**config.mk**
```make
export PLATFORM = sky130hd
export DESIGN_NAME = input_port
export DESIGN_NICKNAME = d
export VERILOG_FILES = /design/src/rtl/input_port.sv
export SDC_FILE = /design/constraint.sdc
export NUM_CORES = 1
export LEC_CHECK = 0
export ABC_AREA = 1
export ABC_CLOCK_PERIOD_IN_PS = 2500
export CELL_PAD_IN_SITES_DETAIL_PLACEMENT = 1
export CELL_PAD_IN_SITES_GLOBAL_PLACEMENT = 1
export CORE_ASPECT_RATIO = 1.4
export CORE_UTILIZATION = 35
export DETAILED_ROUTE_END_ITERATION = 7
export PLACE_DENSITY_LB_ADDON = 0.2
export SLEW_MARGIN = 20
export SYNTH_ARGS = -nofsm -noshare
export SYNTH_HDL_FRONTEND = slang
export SYNTH_SLANG_ARGS = --single-unit
```
**constraint.sdc**
```tcl
create_clock -name clock -period 2.5 [get_ports clock]
set_clock_uncertainty 0.2 [all_clocks]
set_input_delay 0.5 -clock clock [delete_from_list [all_inputs] [get_ports clock]]
set_output_delay 0.5 -clock clock [all_outputs]
set_load 0.02 [all_outputs]
```
**src/rtl/input_port.sv**
```systemverilog
// rtl/input_port.sv - debounced switch and push-button input block for the CPU I/O bus
module input_port #(
    parameter int SW_WIDTH        = 8,
    parameter int KEY_COUNT       = 2,
    parameter int DEBOUNCE_CYCLES = 500000
) (
    input  logic                 clock,
    input  logic                 reset_s2,
    input  logic [SW_WIDTH-1:0]  switch_raw,
    input  logic [KEY_COUNT-1:0] key_raw_n,
    input  logic [KEY_COUNT-1:0] key_ack,
    output logic [SW_WIDTH-1:0]  switch_value,
    output logic                 switch_changed,
    output logic [KEY_COUNT-1:0] key_pressed,
    output logic [KEY_COUNT-1:0] key_pending,
    output logic [KEY_COUNT-1:0] key_held
);

    localparam int CNT_W = (DEBOUNCE_CYCLES > 2) ? $clog2(DEBOUNCE_CYCLES) : 1;

    // State bits double as outputs: bit 1 is "held", bit 0 is "pressed" so
    // key_held and key_pressed come straight from flops.
    typedef enum logic [1:0] {
        RELEASED = 2'b00,
        PRESSED  = 2'b11,
        HELD     = 2'b10
    } key_state_t;

    logic [SW_WIDTH-1:0]  sw_s1, sw_s2, sw_h0, sw_h1, sw_prev, sw_match, sw_next;
    logic [KEY_COUNT-1:0] key_s1, key_s2;
    logic [KEY_COUNT-1:0] key_level, key_h0, key_h1, key_filt, key_match, key_filt_next;
    logic [CNT_W-1:0]     tick_cnt;
    logic                 tick;
    key_state_t           state      [KEY_COUNT];
    key_state_t           state_next [KEY_COUNT];

    // Key history and filter are kept in "pressed = 1" polarity.
    assign key_level     = ~key_s2;
    assign tick          = (tick_cnt == CNT_W'(DEBOUNCE_CYCLES - 1));
    assign sw_match      = ~(sw_s2 ^ sw_h0) & ~(sw_s2 ^ sw_h1);
    assign sw_next       = (sw_match & sw_s2) | (~sw_match & switch_value);
    assign key_match     = ~(key_level ^ key_h0) & ~(key_level ^ key_h1);
    assign key_filt_next = (key_match & key_level) | (~key_match & key_filt);

    // Two-flop synchronizers on every raw pin.
    always_ff @(posedge clock) begin
        if (reset_s2) begin
            sw_s1  <= '0;
            sw_s2  <= '0;
            key_s1 <= '0;
            key_s2 <= '0;
        end else begin
            sw_s1  <= switch_raw;
            sw_s2  <= sw_s1;
            key_s1 <= key_raw_n;
            key_s2 <= key_s1;
        end
    end

    // Shared sample-tick counter, wraps at DEBOUNCE_CYCLES-1.
    always_ff @(posedge clock) begin
        if (reset_s2) begin
            tick_cnt <= '0;
        end else if (tick) begin
            tick_cnt <= '0;
        end else begin
            tick_cnt <= tick_cnt + CNT_W'(1);
        end
    end

    // Per-bit 3-sample debounce for switches and keys, advanced on each tick.
    always_ff @(posedge clock) begin
        if (reset_s2) begin
            sw_h0        <= '0;
            sw_h1        <= '0;
            switch_value <= '0;
            key_h0       <= '0;
            key_h1       <= '0;
            key_filt     <= '0;
        end else if (tick) begin
            sw_h0        <= sw_s2;
            sw_h1        <= sw_h0;
            switch_value <= sw_next;
            key_h0       <= key_level;
            key_h1       <= key_h0;
            key_filt     <= key_filt_next;
        end
    end

    // One change pulse the cycle after switch_value moves, however many bits moved.
    always_ff @(posedge clock) begin
        if (reset_s2) begin
            sw_prev        <= '0;
            switch_changed <= 1'b0;
        end else begin
            sw_prev        <= switch_value;
            switch_changed <= |(switch_value ^ sw_prev);
        end
    end

    // Key FSM state registers.
    always_ff @(posedge clock) begin
        for (int k = 0; k < KEY_COUNT; k++) begin
            if (reset_s2) begin
                state[k] <= RELEASED;
            end else begin
                state[k] <= state_next[k];
            end
        end
    end

    // Key FSM next state; a new press is only accepted from RELEASED.
    always_comb begin
        for (int k = 0; k < KEY_COUNT; k++) begin
            state_next[k]  = state[k];
            key_pressed[k] = state[k][0];
            key_held[k]    = state[k][1];
            case (state[k])
                RELEASED: if (tick && key_filt_next[k])  state_next[k] = PRESSED;
                PRESSED:  state_next[k] = HELD;
                HELD:     if (tick && !key_filt_next[k]) state_next[k] = RELEASED;
                default:  state_next[k] = RELEASED;
            endcase
        end
    end

    // Sticky pending flags; a press in the same cycle as an ack keeps the flag set.
    always_ff @(posedge clock) begin
        if (reset_s2) begin
            key_pending <= '0;
        end else begin
            key_pending <= key_pressed | (key_pending & ~key_ack);
        end
    end

endmodule

```
Word level (Yosys, flattened, before mapping)
Memories as Yosys holds them, arrays and structs flattened. Index checks and enable logic that the tools add are counted.

Add/sub/neg operators: 1. Equality and inequality tests: 5. Muxes and demuxes: 11. Bitwise gates (word level): 25. Reduce and logical (&&, ||, !) cells: 10.

Operators with widths (count): $and A8 B8 Y8 (3); $not A8 Y8 (3); $xor A8 B8 Y8 (3); $add A19 B1 Y19 const B (1); $eq A19 B19 Y1 const B (1); $mux W2 (6); $pmux W2 S3 (2); $not A2 Y2 (5); $and A2 B2 Y2 (4); $eq A2 B2 Y1 const B (4); $or A8 B8 Y8 (1); $reduce_or A8 Y1 (1); $logic_and A1 B1 Y1 (4); $logic_not A2 Y1 (2); $or A2 B2 Y2 (2); $xor A2 B2 Y2 (2); $mux W1 (3); $logic_not A1 Y1 (2); $or A1 B1 Y1 (2); $reduce_or A2 Y1 (1).

Register bits: 80. Memory bits (writable): 4. Input bits: 14. Output and inout bits: 15. Logic and storage cells: 67. Memories: 1.

Memory list: state (words 2, width 2, rd ports 2, clocked after Yosys merged registers in 0, write ports 2, RTL line 34) `key_state_t state [KEY_COUNT];`.

Logic depth before layout (Yosys ltp)
Word-level depth: 12. Mapped depth: 11. Gate-level depth less buffers: 11.

Worst setup path after synthesis
OpenSTA, ideal clock, no wires.

Path kind: flip-flop to flip-flop. Start: reg tick_cnt[0]. End: reg (tool-made name). Setup time: 113 ps. Arrival time: 1443 ps. Data required time: 2187 ps. Slack: 744 ps. Cell stages (with the launch flop): 12. Path buffers: 1. Period minus slack after synthesis: 1756 ps. Cells stage by stage: dfxtp_1 ha_1 nand2_1 inv_2 nand2_2 nor2_4 nand2_4 buf_6 o21ai_2 nand2_1 o21ai_1 inv_1.

RTL lines: from (decl) (RTL line 32) `logic [CNT_W-1:0] tick_cnt;`; from (signal assigned) (RTL line 67) `tick_cnt <= tick_cnt + CNT_W'(1);`.

==> load_flow_metrics.sql <==
INSERT INTO impl_metrics (metric_group, metric, value, unit) VALUES
('timing', 'rsz0062_at_grt', 'false', ''),
('timing', 'final_min_period_over_clock_period', '85.2', '%'),
('power', 'p_int', '2.37', 'mW'),
('floorplan', 'start_util', '36.3', '%'),
('power', 'power.density_cell_area', '703', 'nW/µm²'),
('logic_synthesis', 'synth_top_area_cell', 'dfxtp_1', ''),
('power', 'seq_power_share', '46.2', '%'),
('logic_synthesis', 'post_synth_main_area_contributors', 'dfxtp_1, inv_1, nor2_1', ''),
('clock_network', 'cts_post_setup_buffers_inserted', '0', ''),
('global_route', 'grt_first_pass_wirelength', '13100', 'µm'),
('worst_setup_path', 'crit_path_top_delay_cell', 'clkdlybuf4s50_1', ''),
('final_layout', 'multiInputGateArea', '1360', 'µm²'),
('drt', 'drc', '0', ''),
('hold_path', 'worstHoldPathType', 'flop to flop', ''),
('final_layout', 'finalCoreUtilization', '44.2', '%'),
('clock_network', 'clkLatencyLatePin', '0.34', 'ns'),
('placement', 'post-place-ws', '0.429', 'ns'),
('placement', 'placed_cells_incl_taps', '598', ''),
('logic_synthesis', 'postSynth.asyncResetShare', '0', '%'),
('timing', 'timing.final.ws_setup', '0.371', 'ns'),
('final_layout', 'number_of_nets_in_the_layout', '497', ''),
('worst_setup_path', 'timing.critical_path.from_type', 'flop', ''),
('drt', 'routed_wl', '7690', 'µm'),
('final_layout', 'area.growth.synth_to_final', '22.0', '%'),
('clock_network', 'post_cts_hold_buffer_count', '0', ''),
('logic_synthesis', 'post_synth_instance_area', '3450', 'µm²'),
('worst_setup_path', 'critical_path_class', 'flop to output pin', ''),
('clock_network', 'post_cts_resize_count', '0', ''),
('logic_synthesis', 'post_synthesis_sequential_area_ratio', '48.8', '%'),
('worst_setup_path', 'kind_of_cell_with_the_highest_combined_delay_on_the_critical_path', 'buffers and inverters', ''),
('clock_network', 'clock-root-buffer', 'clkbuf_16', ''),
('power', 'combinationalPowerShare', '2.8', '%'),
('timing', 'report.final.hold_viol_count', '0', ''),
('timing', 'fin_tns_setup', '0', 'ns'),
('drt', 'drt_pass1_iterations', '4', ''),
('logic_synthesis', 'synthCells', '444', ''),
('final_layout', 'antenna_cells', '0', ''),
('timing', 'final.min_clock_period', '2.13', 'ns'),
('logic_synthesis', 'synth.yosys.warnings', '0', ''),
('drt', 'detailedRoute.firstIterationViolations', '41', ''),
('logic_synthesis', 'ys_types', '30', ''),
('global_route', 'antenna_found_initial', '0', ''),
('worst_setup_path', 'worstPathBufferInverterCount', '1', ''),
('placement', 'port-buffer-count', '28', ''),
('clock_network', 'clk_pin_slew', '0.06', 'ns'),
('floorplan', 'fp-row-count', '42', ''),
('power', 'power_switching_share', '19.8', '%'),
('outcome', 'status', 'finished, final reports clean', ''),
('power', 'finalPower', '2.96', 'mW'),
('power', 'net-switching-power', '0.587', 'mW'),
('logic_synthesis', 'ys_seq_elements', '84', ''),
('global_route', 'grt_pass1_vias', '2840', ''),
('timing', 'setup_violations', '0', ''),
('power', 'fraction_of_power_consumed_by_the_clock_network', '51.0', '%'),
('clock_network', 'cts-htree-levels', '3', ''),
('logic_synthesis', 'synth_enable_flop_cells', '0', ''),
('global_route', 'grt.total_usage', '16.6', '%'),
('timing', 'worst_slew_margin_rel', '69.6', '%'),
('worst_setup_path', 'cp_data_arrival_time', '1.43', 'ns'),
('clock_network', 'cts_made_buffers', '9', ''),
('global_route', 'grt-ovfl-total', '0', ''),
('floorplan', 'chipHeight', '119', 'µm'),
('final_layout', 'final_design_area_no_fill', '4210', 'µm²'),
('placement', 'globalplace.congestion', '0.767', ''),
('timing', 'max_clock_freq', '0.470', 'GHz'),
('final_layout', 'number_of_non_filler_instances_in_the_completed_layout', '614', ''),
('floorplan', 'pin_count', '29', ''),
('floorplan', 'core', '9510', 'µm²'),
('floorplan', 'die-area', '10300', 'µm²'),
('final_layout', 'fillerInstances', '1179', ''),
('worst_setup_path', 'critPathMaxFanout', '4', '');
-- logic make-up (layout without fill, tap and decap cells) --
kind of cell / count (synthesis) / after routing / share of synthesized area, %
adders and majority gates: 6 / 6 / 2.18
xor gates and xnor gates: 15 / 15 / 3.81
and+or+nand+nor: 181 / 181 / 24.3
DFF: 84 / 84 / 48.8
buffers and inverters: 100 / 138 / 11.8
AOI/OAI and AO/OA: 58 / 58 / 9.14
-- synthesized netlist by cell type, drive strengths merged, types with 2 or more instances --
cell type,number
nor4,2
inv,87
buf,8
xnor2,2
ha,6
nand2,54
nor3,5
o21ai,38
a21oi,18
xor2,13
nand4,11
o22ai,2
clkbuf,5
nor2,67
dfxtp,84
nand3,30
or2,11
-- state kept, by name (all words and copies together) (netlist names), named ones only --
signal          flops
sw_s2               8
key_pending         2
switch_changed      1
sw_prev             8
key_h0              2
state               4
key_h1              2
key_s2              2
sw_s1               8
key_s1              2
key_filt            2
sw_h0               8
sw_h1               8
tick_cnt           19
-- routing by layer --
metal | GRT usage (%) | vias up | wire length [µm]
li1 | - | 1442 | -
met1 | 18.8 | 1318 | 3330
met2 | 28.6 | 38 | 3960
met3 | 4.44 | 14 | 223
met4 | 7.71 | 0 | 178
met5 | 0 | - | 0
-- power by group through the flow --
stage	sequential, mW	combinational, mW	clock (mW)
after floorplan	1.39	0.0476	0
after CTS	1.37	0.0838	1.55
after detailed placement	1.40	0.0836	0
after global placement	1.40	0.0818	0
after global routing	1.37	0.0940	1.62
final	1.37	0.0818	1.51
-- final timing paths --
path,cells after the start,startpoint,end,slack [ns]
max,1,flop,switch_value[3],0.37
min,2,sw_s1[7],sw_s2[7],0.20
max reg2reg,9,tick_cnt[0],key_filt[0],0.44
min reg2reg,2,sw_s1[7],sw_s2[7],0.20
-- cell type report --
class                      count  area share [%]
timing repair buffer          35            7.91
clock inverter                 6            2.68
sequential                    84            40.0
tap                          132            3.93
inverter                      87            7.76
clock buffer                  10            5.44
multi-input combinational    260            32.3
-- cells in the final DEF, fill, tap and decap left out --
cell              n
clkinv_2          1
clkbuf_16         9
inv_1            82
a21oi_1          18
buf_4             7
o21ai_1          18
dfxtp_1          84
nand2_2           4
or2_0             2
o21ai_0          14
o22ai_1           2
nand2_4           1
xnor2_1           2
nor2_1           61
xor2_1           13
ha_1              6
clkbuf_1          1
inv_2             5
or2_2             9
nand3_1          29
nand3b_2          1
o21ai_2           6
nor2_2            4
nor4_1            2
nand3_2           1
bufinv_16         3
nor3_1            5
nand4_1          11
nand2_1          49
clkdlybuf4s50_1  28
nor2_4            2
clkinv_4          2
No activity file was read; power rests on OpenSTA's default activity.
